## config.mk

```make
export PLATFORM = sky130hd
export DESIGN_NAME = musb_multdiv
export DESIGN_NICKNAME = d
export VERILOG_FILES = /design/src/rtl/musb_multdiv.sv
export SDC_FILE = /design/constraint.sdc
export NUM_CORES = 2
export LEC_CHECK = 0
export ABC_CLOCK_PERIOD_IN_PS = 10250
export CORE_ASPECT_RATIO = 2
export CORE_MARGIN = 4
export CORE_UTILIZATION = 55
export DETAILED_ROUTE_END_ITERATION = 12
export PLACE_DENSITY = 0.75
export SYNTH_ARGS = -nofsm -noshare
export SYNTH_HDL_FRONTEND = slang
export SYNTH_SLANG_ARGS = --single-unit
export TNS_END_PERCENT = 100
```

## constraint.sdc

```tcl
create_clock -name clk -period 10.25 [get_ports clk]
set_clock_uncertainty 0.2 [all_clocks]
set_input_delay 3.075 -clock clk [delete_from_list [all_inputs] [get_ports clk]]
set_output_delay 3.075 -clock clk [all_outputs]
set_load 0.03 [all_outputs]
```

## src/rtl/musb_multdiv.sv

```systemverilog
// musb_multdiv: HI/LO multiply/divide unit with a 2-cycle multiply and a 32-step restoring divider.
// Define MUSB_MADD_EN to build MADD/MADDU/MSUB/MSUBU (ops 7-10); otherwise they decode as NOP.
module musb_multdiv #(
  parameter int DIV_CYCLES = 32
) (
  input  logic        clk,
  input  logic        rst,
  input  logic [31:0] ex_data_rs,
  input  logic [31:0] ex_data_rt,
  input  logic [3:0]  ex_hilo_op,
  input  logic        ex_hilo_read,
  input  logic        ex_enable,
  input  logic        ex_flush,
  output logic [31:0] hi,
  output logic [31:0] lo,
  output logic        hilo_stall
);
  typedef enum logic [2:0] {IDLE, MUL, ACC, DIV, DIV_FIX} state_t;
  localparam logic [3:0] OP_MULT = 4'd1;
  localparam logic [3:0] OP_DIV  = 4'd3;
  localparam logic [3:0] OP_DIVU = 4'd4;
  localparam logic [3:0] OP_MTHI = 4'd5;
  localparam logic [3:0] OP_MTLO = 4'd6;
  localparam logic [4:0] LAST    = 5'(DIV_CYCLES - 1);
  state_t      state_q, state_d;
  logic [4:0]  cnt_q, cnt_d;
  logic [3:0]  op_q, op_d;
  logic [31:0] a_q, a_d, b_q, b_d, quo_q, quo_d, rem_q, rem_d, hi_q, hi_d, lo_q, lo_d;
  logic        sb_q, sb_d;
  logic [63:0] prod_q, prod_d;
  logic        op_valid, is_div, is_mt, mul_signed;
  logic [63:0] a_ext, b_ext, acc;
  logic [32:0] rem_sh, trial;
  logic [31:0] quo_fix, rem_fix;
`ifdef MUSB_MADD_EN
  localparam logic [3:0] OP_MADD  = 4'd7;
  localparam logic [3:0] OP_MADDU = 4'd8;
  localparam logic [3:0] OP_MSUB  = 4'd9;
  localparam logic [3:0] OP_MSUBU = 4'd10;
  assign op_valid   = ex_hilo_op >= 4'd1 && ex_hilo_op <= 4'd10;
  assign mul_signed = op_q == OP_MULT || op_q == OP_MADD || op_q == OP_MSUB;
  assign acc = (op_q == OP_MADD || op_q == OP_MADDU) ? {hi_q, lo_q} + prod_q :
               (op_q == OP_MSUB || op_q == OP_MSUBU) ? {hi_q, lo_q} - prod_q : prod_q;
`else
  assign op_valid   = ex_hilo_op >= 4'd1 && ex_hilo_op <= 4'd6;
  assign mul_signed = op_q == OP_MULT;
  assign acc        = prod_q;
`endif
  assign is_div     = ex_hilo_op == OP_DIV || ex_hilo_op == OP_DIVU;
  assign is_mt      = ex_hilo_op == OP_MTHI || ex_hilo_op == OP_MTLO;
  assign a_ext      = {{32{mul_signed & a_q[31]}}, a_q};
  assign b_ext      = {{32{mul_signed & b_q[31]}}, b_q};
  assign rem_sh     = {rem_q, quo_q[31]};
  assign trial      = rem_sh - {1'b0, b_q};
  assign quo_fix    = (op_q == OP_DIV && (a_q[31] ^ sb_q)) ? -quo_q : quo_q;
  assign rem_fix    = (op_q == OP_DIV && a_q[31]) ? -rem_q : rem_q;
  assign hilo_stall = state_q != IDLE && (op_valid || ex_hilo_read);
  assign hi         = hi_q;
  assign lo         = lo_q;
  always_comb begin
    state_d = state_q;
    cnt_d   = cnt_q;
    op_d    = op_q;
    a_d     = a_q;
    b_d     = b_q;
    quo_d   = quo_q;
    rem_d   = rem_q;
    sb_d    = sb_q;
    prod_d  = prod_q;
    hi_d    = hi_q;
    lo_d    = lo_q;
    if (state_q != IDLE && ex_flush) begin
      state_d = IDLE;
    end else begin
      case (state_q)
        IDLE: if (ex_enable && !ex_flush && op_valid) begin
          op_d    = ex_hilo_op;
          a_d     = ex_data_rs;
          sb_d    = ex_data_rt[31];
          cnt_d   = '0;
          rem_d   = '0;
          b_d     = (ex_hilo_op == OP_DIV && ex_data_rt[31]) ? -ex_data_rt : ex_data_rt;
          quo_d   = (ex_hilo_op == OP_DIV && ex_data_rs[31]) ? -ex_data_rs : ex_data_rs;
          hi_d    = ex_hilo_op == OP_MTHI ? ex_data_rs : hi_q;
          lo_d    = ex_hilo_op == OP_MTLO ? ex_data_rs : lo_q;
          state_d = is_div ? DIV : is_mt ? IDLE : MUL;
        end
        MUL: begin
          prod_d  = a_ext * b_ext;
          state_d = ACC;
        end
        ACC: begin
          {hi_d, lo_d} = acc;
          state_d      = IDLE;
        end
        // Restoring step: keep the trial difference only when it did not borrow.
        DIV: begin
          rem_d   = trial[32] ? rem_sh[31:0] : trial[31:0];
          quo_d   = {quo_q[30:0], ~trial[32]};
          cnt_d   = cnt_q + 5'd1;
          state_d = cnt_q == LAST ? DIV_FIX : DIV;
        end
        DIV_FIX: begin
          hi_d    = b_q == '0 ? a_q : rem_fix;
          lo_d    = b_q == '0 ? '1 : quo_fix;
          state_d = IDLE;
        end
        default: state_d = IDLE;
      endcase
    end
  end
  always_ff @(posedge clk or negedge rst) begin
    if (!rst) begin
      state_q <= IDLE;
      cnt_q   <= '0;
      op_q    <= '0;
      a_q     <= '0;
      b_q     <= '0;
      quo_q   <= '0;
      rem_q   <= '0;
      sb_q    <= 1'b0;
      prod_q  <= '0;
      hi_q    <= '0;
      lo_q    <= '0;
    end else begin
      state_q <= state_d;
      cnt_q   <= cnt_d;
      op_q    <= op_d;
      a_q     <= a_d;
      b_q     <= b_d;
      quo_q   <= quo_d;
      rem_q   <= rem_d;
      sb_q    <= sb_d;
      prod_q  <= prod_d;
      hi_q    <= hi_d;
      lo_q    <= lo_d;
    end
  end
endmodule

```

-- Yosys cells after proc, flatten, opt, wreduce, memory -nomap -nowiden
Cells that the tools add are included.
- register bits after elaboration: 269
- bits of input ports: 73
- logic and storage cells: 88
- add/sub/neg operators: 6
- multipliers: 1
- order comparisons: 2
- equal/unequal tests: 15
- mux-type cells: 25
- bitwise gates (word level): 5
- reductions and logical operators: 23
- operators by type and width (kind ; number):
    32-bit 2-to-1 mux ; 13
    32-bit one-hot mux with 3 select lines ; 2
    32-bit negator ; 4
    32-bit one-hot mux with 2 select lines ; 2
    33-bit by 33-bit multiplier with 64-bit output ; 1
    33-bit by 32-bit subtractor with 33-bit output ; 1
    32-bit logical NOT ; 1
    4-bit by 3-bit equality test with 1-bit output, second input constant ; 3
    5-bit one-hot mux with 2 select lines ; 1
    1-bit logical AND ; 9
    3-bit 2-to-1 mux ; 3
    3-bit one-hot mux with 3 select lines ; 1
    4-bit by 2-bit equality test with 1-bit output, second input constant ; 2
    4-bit AND reduction ; 2
    3-bit by 2-bit equality test with 1-bit output, second input constant ; 2
    2-bit inequality test, second input constant ; 3
    3-bit AND reduction ; 2
    3-bit nonzero test ; 2
    5-bit by 1-bit adder with 5-bit output, second input constant ; 1
    5-bit equality test, second input constant ; 1
    5-bit 2-to-1 mux ; 1
    4-bit by 1-bit equality test with 1-bit output, second input constant ; 1
    4-bit by 1-bit >= comparator with 1-bit output, second input constant ; 1
    4-bit by 3-bit <= comparator with 1-bit output, second input constant ; 1
    13 further kinds ; 17

-- Longest topological paths before layout
- depth in word-level cells: 7
- depth in mapped cells: 30

-- Worst setup path before layout
No wires, ideal clock.
- kind: register to register
- start: register op_q[1]
- end: register prod_q[62] (netlist: acc[62])
- setup time: 0.069 ns
- arrival time: 8.543 ns
- data required time: 9.981 ns
- setup slack: 1.438 ns
- stages on the path, launching flop included: 27
- period minus slack after synthesis: 8.812 ns
- path through: dfrtp_1 > nor4b_1 > clkbuf_1 > clkbuf_1 > and3_1 > fa_1 > fa_1 > fa_1 > inv_1 > fa_1 > inv_1 > fa_1 > fa_1 > inv_1 > fa_1 > fa_1 > inv_1 > ha_1 > clkbuf_1 > nand3_1 > or4b_1 > nor4_1 > nand2_1 > a21oi_1 > nor3_1 > or4_1 > nand3_1
- longest elaborated chain between the ends: 3
- ends and longest elaborated chain (item ; RTL line ; source):
    from (decl) ; 27 ; logic [3:0] op_q, op_d;
    from (signal assigned) ; 128 ; op_q <= op_d;
    4-bit by 1-bit equality test with 1-bit output * ; 46 ; assign mul_signed = op_q == OP_MULT;
    1-bit bitwise AND, on equally long branches ; 51, 52 ;
    33-bit by 33-bit multiplier with 64-bit output * ; 89 ; prod_d = a_ext * b_ext;
    to (signal assigned) ; 134 ; prod_q <= prod_d;
    to (decl) ; 30 ; logic [63:0] prod_q, prod_d;
Every way passes the cells marked *; elsewhere a longest branch is shown, timed or not.
A chain may end at the register's enable or synchronous reset.

-- Worst setup path in the final report
- start: register op_q[1]
- end: register prod_q[55] (netlist: acc[55])
Same word-level chain as after synthesis.

==> PnR_summary.wiki <==
{| class="wikitable"
! Metric !! Value
|-
| Worst Setup Start Kind || register
|-
| Total core area || 97500 um2
|-
| Gr ovfl total || 0
|-
| Clock Latency Late Sink || 0.61 ns
|-
| Count of input and output buffers || 137
|-
| Initial antenna violation count || 10
|-
| Synthesized netlist net count || 7618
|-
| Vias in the first global route || 48170
|-
| Standard cell with the maximum stage delay on the critical path || fa_1
|-
| CTS resizes || 0
|-
| Most common cell type on the critical path || fa_1
|-
| IO Count || 138
|-
| Summed instance area of the synthesized netlist || 54120 um2
|-
| Count of routing violations after the opening detailed-route iteration || ~3400
|-
| Avg Vias per Cell || 5.957
|-
| Post-layout min period || just under 10 ns
|-
| Wire length of the first global-routing pass || 269.1 mm
|-
| Peak clock frequency supported by timing || 0.1024 GHz
|-
| Cell family with the largest share of critical-path delay || adder cells
|-
| Area share of the leading cell type in the synthesized netlist || 41.65%
|-
| Number of buffers added by the clock tree synthesis step || 31
|-
| Crit-path cells || nor4b_2 -> and2_1 -> nand2_1 -> inv_1 -> fa_1 -> fa_1 -> fa_1 -> inv_1 -> fa_1 -> fa_1 -> fa_1 -> fa_1 -> fa_1 -> inv_1 -> ha_1 -> a2111oi_0 -> o21ai_0 -> a221o_1 -> nor4_1 -> nand3_1 -> a31oi_1 -> o21ai_0 -> xnor2_1 -> o21ai_0
|-
| Routed wire length || approximately 170 mm
|-
| Critical path buffer and inverter count || 3
|-
| Kind of critical path || register to register
|-
| Worst slew margin relative to its limit || 12.94%
|-
| Post-DP HPWL || 139.7 mm
|-
| Setup Fix Bufs, Post-CTS || 0
|-
| Critical path's largest stage delay || approximately 0.64 ns
|-
| Via Count || 44120
|-
| Outcome || finished clean
|-
| Worst hold path class || register to register
|-
| Placed cell areas || about 57000 um2
|-
| Worst Max-Slew Pin Slew || 1.306 ns
|-
| Die area || ~100000 um2
|-
| RSZ-0062 raised after global routing || no
|-
| Portion of the post-synthesis area used by sequential elements || between 10 and 15%
|-
| Post-detailed-route wirelength per cell || 23.40 um
|-
| Area grow syn2layout || 6.758%
|-
| Maximum count of clock buffers along a single path || 3
|-
| Avg Cell Area, Syn || between 8 and 9 um2
|-
| Data arrival time of the critical path || around 10 ns
|-
| Clock Root Buffer || clkbuf_16
|-
| Final setup vio count || 0
|-
| Number of unique standard cell types used by synthesis || 75
|-
| Gp weighted congestion || 0.9945
|-
| Largest fanout on the critical path || 13
|-
| Final period utilization || 95.24%
|-
| Gr usage total || 33.88%
|-
| CTS tree || built
|-
| Clock slew at the register clock pins of the worst setup and hold paths || 0.06 ns
|-
| Width of the chip || ~230 um
|-
| Vert. Die Dim || 451.6 um
|-
| Total of hold buffers inserted after clock tree synthesis || 0
|-
| Remaining DRCs || 0
|-
| Share of layout cells above drive strength 1 || 3.926%
|-
| Dominant cells by area after synthesis || fa_1 42%, dfrtp_1 12%, inv_1 8.2%
|-
| Number of detailed-route iterations in the first pass || 8
|-
| Number of levels in the clock H-tree || 1
|-
| Ys async rst share || 100.0%
|-
| Endpoint type of the worst setup path || register
|-
| Total count of max-transition violations in the final report || 0
|-
| Design area || 57770 um2
|-
| Number of standard-cell rows in the floorplan || about 160
|-
| Stages on the worst setup path || 24
|-
| Number of sinks driven by the clock tree || 269
|-
| Number of synthesized flops with an enable pin || 0
|-
| Initial core utilization || between 50% and 60%
|-
| Hold path cells || 2
|-
| Number of synthesized register bits || 269
|-
| Setup Total Neg Slack || 0 ns
|-
| Remaining number of nets flagged by the antenna check after routing || 0
|-
| Largest net degree at the start of global routing || 153
|-
| Number of failing hold endpoints at the final stage || 0
|-
| Data required time of the worst path || ~10 ns
|-
| Synth area leader || fa_1
|-
| Max Cap Viol || 0
|-
| Cell depth of the worst flop-to-flop path || 24
|-
| Final layout net count || around 7500
|-
| Number of warnings reported in the yosys synthesis log || 0
|-
| Primary FF master, synth || dfrtp_1
|-
| Count of mapped cells out of synthesis || 6169
|}
## metal layers
layer	up-vias	GRT usage, %	share of wire, %
met5	-	0	0.017
li1	18610	-	-
met3	1002	5.875	7.2
met2	2256	58.05	50
met4	4	31.47	12
met1	22250	34.95	31
## cells in the mapped netlist (12+ instances only)
cell and number:
inv_1 1189, fa_1 1126, nand2_1 1095, clkbuf_1 389, and2_1 309, dfrtp_1 269, ha_1 250, nor2_1 240
a21oi_1 236, o21ai_0 176, xnor2_1 126, xor2_1 89, a221oi_1 67, a21o_1 56, nor3_1 43, a211oi_1 41
nand3_1 41, and3_1 33, nand4_1 29, a22oi_1 26, nor4_1 25, o211ai_1 25, a221o_1 23, o31ai_1 23
a31oi_1 20, nand2b_1 16, o21bai_1 16, nor2b_1 15, or4_1 15, or2_2 12
## logic make-up after synthesis
| kind of cell | synth area share [%] |
|---|---|
| simple gates | 16.18 |
| buf+inv | 11.15 |
| fa+ha+maj | 47.43 |
| compound gates | 9.204 |
| flops | 12.44 |
| xor+xnor | 3.480 |
| mux | 0.1110 |
## tightest hold or removal path, delay by kind of cell (launching register included)
family	cells	cell delay (ns)
DFF	1	0.34
and+or+nand+nor	2	0.11
## layout make-up
type	instances	area, um2
Sequential cell	269	6745
Fill cell	8428	39720
Clock inverter	14	161.4
Multi-Input combinational cell	4302	41440
Clock buffer	43	910.9
Antenna cell	7	17.52
Inverter	1189	4463
Timing Repair Buffer	271	2395
Tap cell	1312	1642
## final timing paths
kind	slack, ns	endpoint	start
setup / recovery	0.49	acc[55]	op_q[1]
max in group asynchronous	6.12	a_q[21]	rst
setup reg to reg	0.49	acc[55]	op_q[1]
hold reg to reg	0.28	acc[0]	acc[0]
min in group asynchronous	2.31	lo[23]	rst
hold / removal	0.28	acc[0]	acc[0]
## state kept, by name (all words and copies together) (netlist names)
name / cells
state_q: 3
sb_q: 1
hi: 32
rem_q: 32
acc: 64
b_q: 32
cnt_q: 5
a_q: 32
quo_q: 32
lo: 32
op_q: 4
## metrics by stage
step	setup slack, ns	cells	hold slack, ns	util [%]
CTS	0.5297	7400	0.2819	59.24
finish	0.4882	7407	0.2812	59.26
global placement	0.7160	7343	0.2517	58.14
global route	0.04613	7401	0.3129	59.24
floorplan	1.438	6169	0.2387	-
detailed placement	0.6203	7343	0.2696	58.14
## layout by cell type, fill, tap and decap left out, drive strengths merged, types with 136 or more instances in the layout
cell type      count
a21oi            236
dfrtp            269
and2             312
nor2             240
inv             1190
ha               250
o21ai            179
fa              1126
nand2           1095
clkdlybuf4s50    136
Power is left out: the tool's default activity adds up to more than one toggle a clock period on the data nets, which glitch-free logic cannot reach.
